File: src/rtl/decode_stage_pipe.sv
// RV32I instruction-decode stage: field/immediate/control decode, register file, load-use stall, ID/EX register.
// Optional write-first register-file bypass is enabled by defining IDU_RF_BYPASS_EN.
module decode_stage_pipe #(
  parameter int DataWidth  = 32,
  parameter int RegAddress = 5
) (
  input  logic                  clk,
  input  logic                  rst,
  input  logic                  in_valid,
  output logic                  in_ready,
  input  logic [DataWidth-1:0]  in_instr,
  input  logic [DataWidth-1:0]  in_pc,
  input  logic                  flush,
  input  logic                  wb_en,
  input  logic [RegAddress-1:0] wb_rd,
  input  logic [DataWidth-1:0]  wb_data,
  output logic                  out_valid,
  input  logic                  out_ready,
  output logic [DataWidth-1:0]  out_pc,
  output logic [RegAddress-1:0] out_rs1,
  output logic [RegAddress-1:0] out_rs2,
  output logic [RegAddress-1:0] out_rd,
  output logic [DataWidth-1:0]  out_rs1_data,
  output logic [DataWidth-1:0]  out_rs2_data,
  output logic [DataWidth-1:0]  out_imm,
  output logic [3:0]            out_alu_op,
  output logic                  out_load,
  output logic                  out_store,
  output logic                  out_branch,
  output logic                  out_jal,
  output logic                  out_jalr,
  output logic                  out_lui,
  output logic                  out_auipc,
  output logic                  out_reg_write,
  output logic                  out_illegal,
  output logic [2:0]            out_funct3
);
  localparam int NumRegs = 2 ** RegAddress;

  localparam logic [6:0] OpR      = 7'b0110011;
  localparam logic [6:0] OpImm    = 7'b0010011;
  localparam logic [6:0] OpLoad   = 7'b0000011;
  localparam logic [6:0] OpStore  = 7'b0100011;
  localparam logic [6:0] OpBranch = 7'b1100011;
  localparam logic [6:0] OpJal    = 7'b1101111;
  localparam logic [6:0] OpJalr   = 7'b1100111;
  localparam logic [6:0] OpLui    = 7'b0110111;
  localparam logic [6:0] OpAuipc  = 7'b0010111;

  logic [31:0]           instr;
  logic [6:0]            opcode;
  logic [2:0]            funct3;
  logic                  f7b5;
  logic [RegAddress-1:0] rd, rs1, rs2;

  assign instr  = in_instr[31:0];
  assign opcode = instr[6:0];
  assign funct3 = instr[14:12];
  assign f7b5   = instr[30];
  assign rd     = RegAddress'(instr[11:7]);
  assign rs1    = RegAddress'(instr[19:15]);
  assign rs2    = RegAddress'(instr[24:20]);

  logic [31:0] imm_i, imm_s, imm_b, imm_u, imm_j, imm32;
  assign imm_i = {{20{instr[31]}}, instr[31:20]};
  assign imm_s = {{20{instr[31]}}, instr[31:25], instr[11:7]};
  assign imm_b = {{19{instr[31]}}, instr[31], instr[7], instr[30:25], instr[11:8], 1'b0};
  assign imm_u = {instr[31:12], 12'b0};
  assign imm_j = {{11{instr[31]}}, instr[31], instr[19:12], instr[20], instr[30:21], 1'b0};

  logic       d_load, d_store, d_branch, d_jal, d_jalr, d_lui, d_auipc, d_illegal;
  logic       d_writes, d_reg_write, uses_rs1, uses_rs2;
  logic [3:0] d_alu_op;

  always_comb begin
    d_load = 1'b0; d_store = 1'b0; d_branch = 1'b0; d_jal = 1'b0;
    d_jalr = 1'b0; d_lui = 1'b0; d_auipc = 1'b0; d_illegal = 1'b0;
    d_writes = 1'b0; uses_rs1 = 1'b0; uses_rs2 = 1'b0;
    d_alu_op = 4'b0000;
    imm32    = 32'b0;
    case (opcode)
      OpR:      begin uses_rs1 = 1'b1; uses_rs2 = 1'b1; d_writes = 1'b1; d_alu_op = {f7b5, funct3}; end
      OpImm:    begin
        uses_rs1 = 1'b1; d_writes = 1'b1; imm32 = imm_i;
        d_alu_op = {(funct3 == 3'b101) ? f7b5 : 1'b0, funct3};
      end
      OpLoad:   begin d_load = 1'b1; uses_rs1 = 1'b1; d_writes = 1'b1; imm32 = imm_i; end
      OpStore:  begin d_store = 1'b1; uses_rs1 = 1'b1; uses_rs2 = 1'b1; imm32 = imm_s; end
      OpBranch: begin d_branch = 1'b1; uses_rs1 = 1'b1; uses_rs2 = 1'b1; imm32 = imm_b; end
      OpJal:    begin d_jal = 1'b1; d_writes = 1'b1; imm32 = imm_j; end
      OpJalr:   begin d_jalr = 1'b1; uses_rs1 = 1'b1; d_writes = 1'b1; imm32 = imm_i; end
      OpLui:    begin d_lui = 1'b1; d_writes = 1'b1; imm32 = imm_u; end
      OpAuipc:  begin d_auipc = 1'b1; d_writes = 1'b1; imm32 = imm_u; end
      default:  d_illegal = 1'b1;
    endcase
    d_reg_write = d_writes && (rd != '0);
  end

  logic [DataWidth-1:0] rf [NumRegs];
  logic [DataWidth-1:0] rs1_data, rs2_data;
  logic                 wb_live;

  assign wb_live = wb_en && (wb_rd != '0);

  always_ff @(posedge clk or negedge rst) begin
    if (!rst) begin
      for (int i = 0; i < NumRegs; i++) rf[i] <= '0;
    end else if (wb_live) begin
      rf[wb_rd] <= wb_data;
    end
  end

  always_comb begin
    rs1_data = (rs1 == '0) ? '0 : rf[rs1];
    rs2_data = (rs2 == '0) ? '0 : rf[rs2];
`ifdef IDU_RF_BYPASS_EN
    // Write-first: a same-cycle write-back is visible to the instruction being decoded.
    if (wb_live && (wb_rd == rs1)) rs1_data = wb_data;
    if (wb_live && (wb_rd == rs2)) rs2_data = wb_data;
`endif
  end

  // Handshake: a transfer happens on any edge where valid && ready; valid never waits on ready,
  // the producer holds its payload stable while valid && !ready, and flush forces in_ready high.
  logic hz, accept;
  assign hz = out_valid && out_load && (out_rd != '0) && in_valid &&
              ((uses_rs1 && (rs1 == out_rd)) || (uses_rs2 && (rs2 == out_rd)));
  assign in_ready = rst && (flush || (!hz && (!out_valid || out_ready)));
  assign accept   = in_valid && in_ready;

  always_ff @(posedge clk or negedge rst) begin
    if (!rst) begin
      out_valid <= 1'b0;
      out_pc <= '0; out_rs1 <= '0; out_rs2 <= '0; out_rd <= '0;
      out_rs1_data <= '0; out_rs2_data <= '0; out_imm <= '0; out_alu_op <= '0;
      out_load <= 1'b0; out_store <= 1'b0; out_branch <= 1'b0; out_jal <= 1'b0;
      out_jalr <= 1'b0; out_lui <= 1'b0; out_auipc <= 1'b0; out_reg_write <= 1'b0;
      out_illegal <= 1'b0; out_funct3 <= '0;
    end else if (flush) begin
      out_valid <= 1'b0;
    end else if (accept) begin
      out_valid     <= 1'b1;
      out_pc        <= in_pc;
      out_rs1       <= rs1;
      out_rs2       <= rs2;
      out_rd        <= rd;
      out_rs1_data  <= rs1_data;
      out_rs2_data  <= rs2_data;
      out_imm       <= DataWidth'($signed(imm32));
      out_alu_op    <= d_alu_op;
      out_load      <= d_load;
      out_store     <= d_store;
      out_branch    <= d_branch;
      out_jal       <= d_jal;
      out_jalr      <= d_jalr;
      out_lui       <= d_lui;
      out_auipc     <= d_auipc;
      out_reg_write <= d_reg_write;
      out_illegal   <= d_illegal;
      out_funct3    <= funct3;
    end else if (out_valid && out_ready) begin
      out_valid <= 1'b0;
    end else if (out_valid && wb_live) begin
      // Stalled operands track write-backs so execute never sees a stale value.
      if (wb_rd == out_rs1) out_rs1_data <= wb_data;
      if (wb_rd == out_rs2) out_rs2_data <= wb_data;
    end
  end
endmodule
File: config.mk
export PLATFORM = sky130hd
export DESIGN_NAME = decode_stage_pipe
export DESIGN_NICKNAME = d
export VERILOG_FILES = /design/src/rtl/decode_stage_pipe.sv
export SDC_FILE = /design/constraint.sdc
export NUM_CORES = 2
export LEC_CHECK = 0
export CORE_MARGIN = 4
export CORE_UTILIZATION = 40
export CTS_CLUSTER_SIZE = 14
export DETAILED_ROUTE_END_ITERATION = 7
export GPL_TIMING_DRIVEN = 0
export SETUP_SLACK_MARGIN = 0.1
export SYNTH_ARGS = -nofsm -noshare
export SYNTH_HDL_FRONTEND = slang
export SYNTH_SLANG_ARGS = --single-unit
File: constraint.sdc
create_clock -name clk -period 3.8 [get_ports clk]
set_input_delay 1.14 -clock clk [delete_from_list [all_inputs] [get_ports clk]]
set_output_delay 1.14 -clock clk [all_outputs]
set_load 0.02 [all_outputs]
==> summary by stage <==
Clocking
The clock latency on the worst-skew pair is about 800 ps. The number of hold-repair buffers added at the cts stage is 0. CTS built an H-tree with a depth of 4. The library cell used as clock root buffer is clkbuf_16. The number of buffers on the longest clock path is 3. After clock tree synthesis, the clock-pin slew on the worst setup and hold paths is around 60 ps. The clock drives approximately 1200 sinks. The TritonCTS buffer count is approximately 140. TritonCTS built the clock tree.

Power and ir drop
Per report_power, the combinational group accounts for 22.2% of the total. The net switching component of the power is roughly 0.012 W. The peak supply drop is between 300 and 400 µV. The power per standard cell area is 527 nW/µm².

The leakage power of the design is between 30 and 40 nW. The fraction of power spent switching nets is 31.0%. The internal portion of the total power is approximately 0.026 W.

The part of the total power dissipated in the clock network is ~34%. The share of power burned in registers is 44.0%.

Run
Across the run, the number of max-cap violations was 1.

Hold path
The class of the most critical hold timing path is primary input to asynchronous set/reset pin.

Die
268 I/O pins were placed. The core region is 154000 µm². The floorplan step set the die width to 402 µm. The initial core utilization is about two fifths. The total number of placement rows is between 100 and 150. The die covers around 160000 µm². The height of the chip is between 400 and 500 µm.

Critical path
In this run the worst path has a maximum fanout of 10. The signal on the critical path passes through clkdlybuf4s50_1 -> clkbuf_1 -> nand3_1 -> nor2_1 -> clkbuf_1 -> mux2_2. The kind of end point of the critical path is a flop.

On the worst path, the slowest cell contributes a delay of 730 ps. The worst setup path is launched from a primary input. For the worst setup path, the data required time is between 4000 and 5000 ps. By startpoint and endpoint, the worst setup path is classified as primary input to flop. The cell type with the highest occurrence count on the critical path is clkbuf_1.

Data on the critical path arrives at its endpoint at roughly 4600 ps. For this design, the slowest cell found on the critical path is nor2_1.

STA
The count of final max-slew check failures is 11. The shortest clock period the worst path allows after layout is slightly below 4000 ps. Derived from the worst setup path, the maximum achievable clock frequency is approximately 260 MHz. The tightest slew margin relative to the limit is -1.48%. The final count of negative-setup-slack endpoints is 26. The slew at the pin closest to its max-slew limit is around 1500 ps. In the post-route analysis, the smallest setup slack over all paths is -91.2 ps. Setup repair after global routing could not meet its margin everywhere.

The final total negative setup slack is -1450 ps. The post-route clock skew is ~28 ps. The final critical path takes up 102% of the cycle. The number of endpoints with negative hold slack in the final report came to 0.

Global routing
Entering global routing, the biggest net connects 178 pins. Across every metal layer, demand over resource in global routing totals between 30 and 40%. The initial antenna violation count is 18. The via count of the first global-routing pass is 47600.

The residual overflow from global routing is 0. The wire length of the first global-routing pass is 374000 µm.

Detailed routing
The number of DRC markers in iteration 0 is 5969. In the final routed layout, each cell accounts on average for around 36 µm. The final routed wirelength across all metal layers is about 270000 µm. The average vias per placed instance is around 6.4. For this run, design rule violations remaining after detail routing come to 3. The via count is approximately 48000. In this run the remaining antenna-violating nets after routing total 0.

For this run, the detailed router's first-pass iteration total came to 8.

Place
In this run, placement finished with an instance count of 7349. The placed instances occupy a cell area of just under 70000 µm². The number of buffers inserted by port buffering is approximately 260. At the end of routability-driven placement, the weighted congestion stood at slightly above 1. Summed over all nets, the half-perimeter wirelength after detailed placement is between 150000 and 200000 µm.

Final layout
After routing the design area is about 73000 µm². Cells fill approximately 47% of the core in the end. After the flow finishes, the layout carries non-filler instances totaling about 7600. The number of nets in the layout is 5563.

The fraction of final layout cells sized beyond drive strength 1 is between 20 and 30%. The area overhead of the layout relative to synthesis is 17.1%.

Synthesis
The total of warnings raised by yosys is 0. The share of synthesized registers carrying an async set or reset is 100%. The netlist area before placement is 62100 µm².

The net count after synthesis is roughly 5100. Synthesis handed over a netlist of approximately 5000 instances. The number of enable-type register cells in the synthesized netlist is 0.

A synthesized cell averages roughly 12 µm². For this run, the leading register cell type out of synthesis is dfrtp_1. After synthesis, flip-flops and latches occupy 47.7% of the total area. The post-synthesis register bit count is 1184.

Yosys mapped the design onto between 50 and 60 distinct sky130hd cell types.

Status
The final reports fail on design-rule violations, max-capacitance violations, max-slew violations, negative setup slack. The run finished, with violations left.
path summary, 6_finish.rpt:
kind | endpoint | slack [ps] | start | cells past startpoint
max in group asynchronous | rf[825] | 1170 | rst | 4
setup reg to reg | out_rs1_data[17] | 400 | out_rd[4] | 7
min in group clk | out_reg_write | 480 | out_reg_write | 2
hold / removal | rf[129] | 220 | rst | 1
hold reg to reg | out_reg_write | 480 | out_reg_write | 2
setup / recovery | rf[515] | -90 | wb_rd[0] | 6
routing by layer:
metal,part of all wire [%],global-route usage (%)
met3,12,12.5
met4,6.8,19.8
met2,42,47.0
met5,0.049,0.535
met1,39,41.4
power by group through the flow:
stage / clock [W] / sequential, W / combinational [W]
CTS: 0.0130 / 0.0168 / 0.00829
floorplan: 0 / 0.0167 / 0.00497
global route: 0.0135 / 0.0171 / 0.00894
global placement: 0 / 0.0170 / 0.00781
detailed placement: 0 / 0.0170 / 0.00818
finish: 0.0129 / 0.0169 / 0.00850
synthesized netlist by cell type, types with 2 or more instances:
| cell type | instances | share of area (%) |
|---|---|---|
| nor3b_1 | 4 | 0.048 |
| nand2b_1 | 6 | 0.060 |
| a2bb2oi_1 | 32 | 0.45 |
| mux2_1 | 26 | 0.47 |
| nand4_1 | 34 | 0.34 |
| nand2_1 | 196 | 1.2 |
| mux2_2 | 1033 | 19 |
| a22oi_1 | 350 | 4.2 |
| clkbuf_1 | 335 | 2.0 |
| xor2_1 | 4 | 0.056 |
| a211oi_1 | 18 | 0.22 |
| o31ai_1 | 23 | 0.28 |
| nand3_1 | 123 | 0.99 |
| and3_1 | 6 | 0.060 |
| mux4_2 | 64 | 2.3 |
| a31o_2 | 4 | 0.056 |
| inv_1 | 35 | 0.21 |
| dfrtp_1 | 1184 | 48 |
| a221oi_1 | 64 | 0.90 |
| a22o_1 | 12 | 0.17 |
| mux2i_1 | 878 | 14 |
| and2_1 | 4 | 0.040 |
| buf_2 | 104 | 0.84 |
| nor3_1 | 7 | 0.056 |
| o21ai_0 | 126 | 1.0 |
| nand3b_1 | 5 | 0.060 |
| a21oi_1 | 104 | 0.84 |
| nor2_1 | 45 | 0.27 |
| buf_6 | 10 | 0.18 |
| buf_1 | 65 | 0.39 |
| a21oi_2 | 28 | 0.39 |
| buf_4 | 7 | 0.085 |
| nor2b_1 | 11 | 0.11 |
| or2_2 | 2 | 0.020 |
| o22ai_1 | 43 | 0.43 |
| nand4b_1 | 2 | 0.028 |
| o211ai_1 | 5 | 0.060 |
| xnor2_1 | 16 | 0.23 |
| or4_1 | 2 | 0.024 |
per-stage QoR:
stage / setup slack, ps / power [W] / hold slack (ps)
6_report: -91.2 / 0.0383 / 222
5_1_grt: 2.59 / 0.0395 / 215
4_1_cts: 93.2 / 0.0381 / 245
3_5_place_dp: -2760 / 0.0252 / 470
3_3_place_gp: -53920 / 0.0248 / 463
2_1_floorplan: 269 / 0.0216 / 445
registers in the layout, indices dropped and copies added, names as in the netlist, 3 cells and up:
register	count
out_rs2_data	32
out_pc	32
out_rs1_data	32
rf	1024
out_rd	5
out_imm	32
out_funct3	3
out_alu_op	4
out_rs1	5
out_rs2	5
area by class of cell:
| type | count | area (µm²) |
|---|---|---|
| Clock buffer | 209 | 4080 |
| Timing Repair Buffer | 287 | 3160 |
| Tap cell | 2044 | 2560 |
| Buffer | 520 | 2490 |
| Multi-Input combinational cell | 3293 | 30500 |
| Sequential cell | 1184 | 29600 |
| Clock inverter | 21 | 181 |
| Fill cell | 14100 | 81500 |
| Inverter | 35 | 131 |
| Antenna cell | 15 | 37.5 |
placed cells by master (no fill, tap or decap), drive strengths merged, types with 5 or more instances in the layout:
cell / count
nor2b: 11
o21ai: 128
mux2: 1059
a22o: 12
a22oi: 350
nor3: 7
a2bb2oi: 32
xnor2: 16
a221oi: 64
clkbuf: 553
a211oi: 20
nand3: 123
nand4: 34
nand2b: 6
nor2: 45
dfrtp: 1184
diode: 15
a21oi: 132
clkinv: 12
inv: 42
nand3b: 5
o31ai: 23
mux4: 64
clkdlybuf4s15: 9
buf: 204
and3: 6
mux2i: 878
o22ai: 43
clkdlybuf4s50: 242
nand2: 196
o211ai: 5
cells by family (layout without fill, tap and decap cells):
family / after synthesis / in the layout / synth area share (%)
flops: 1184 / 1184 / 47.7
simple gates: 454 / 454 / 3.44
other cells: 0 / 15 / 0
buf+inv: 556 / 1072 / 3.73
compound gates: 818 / 818 / 9.21
xor+xnor: 20 / 20 / 0.282
mux: 2001 / 2001 / 35.7
worst max-delay path: cells and delay by family:
kind / cells / cell delay (ps)
buffers and inverters: 3 / 1840
AND/OR/NAND/NOR: 2 / 1150
multiplexers: 1 / 410
timing repair:
action | CTS | global route
setup buffers | 9 | 2
pin swaps | 7 | 4
gates cloned | 3 | 1
gates resized for setup | 204 | 88
setup endpoints to repair | 304 | 194
Note: power is estimated with default switching activity, not from simulation.
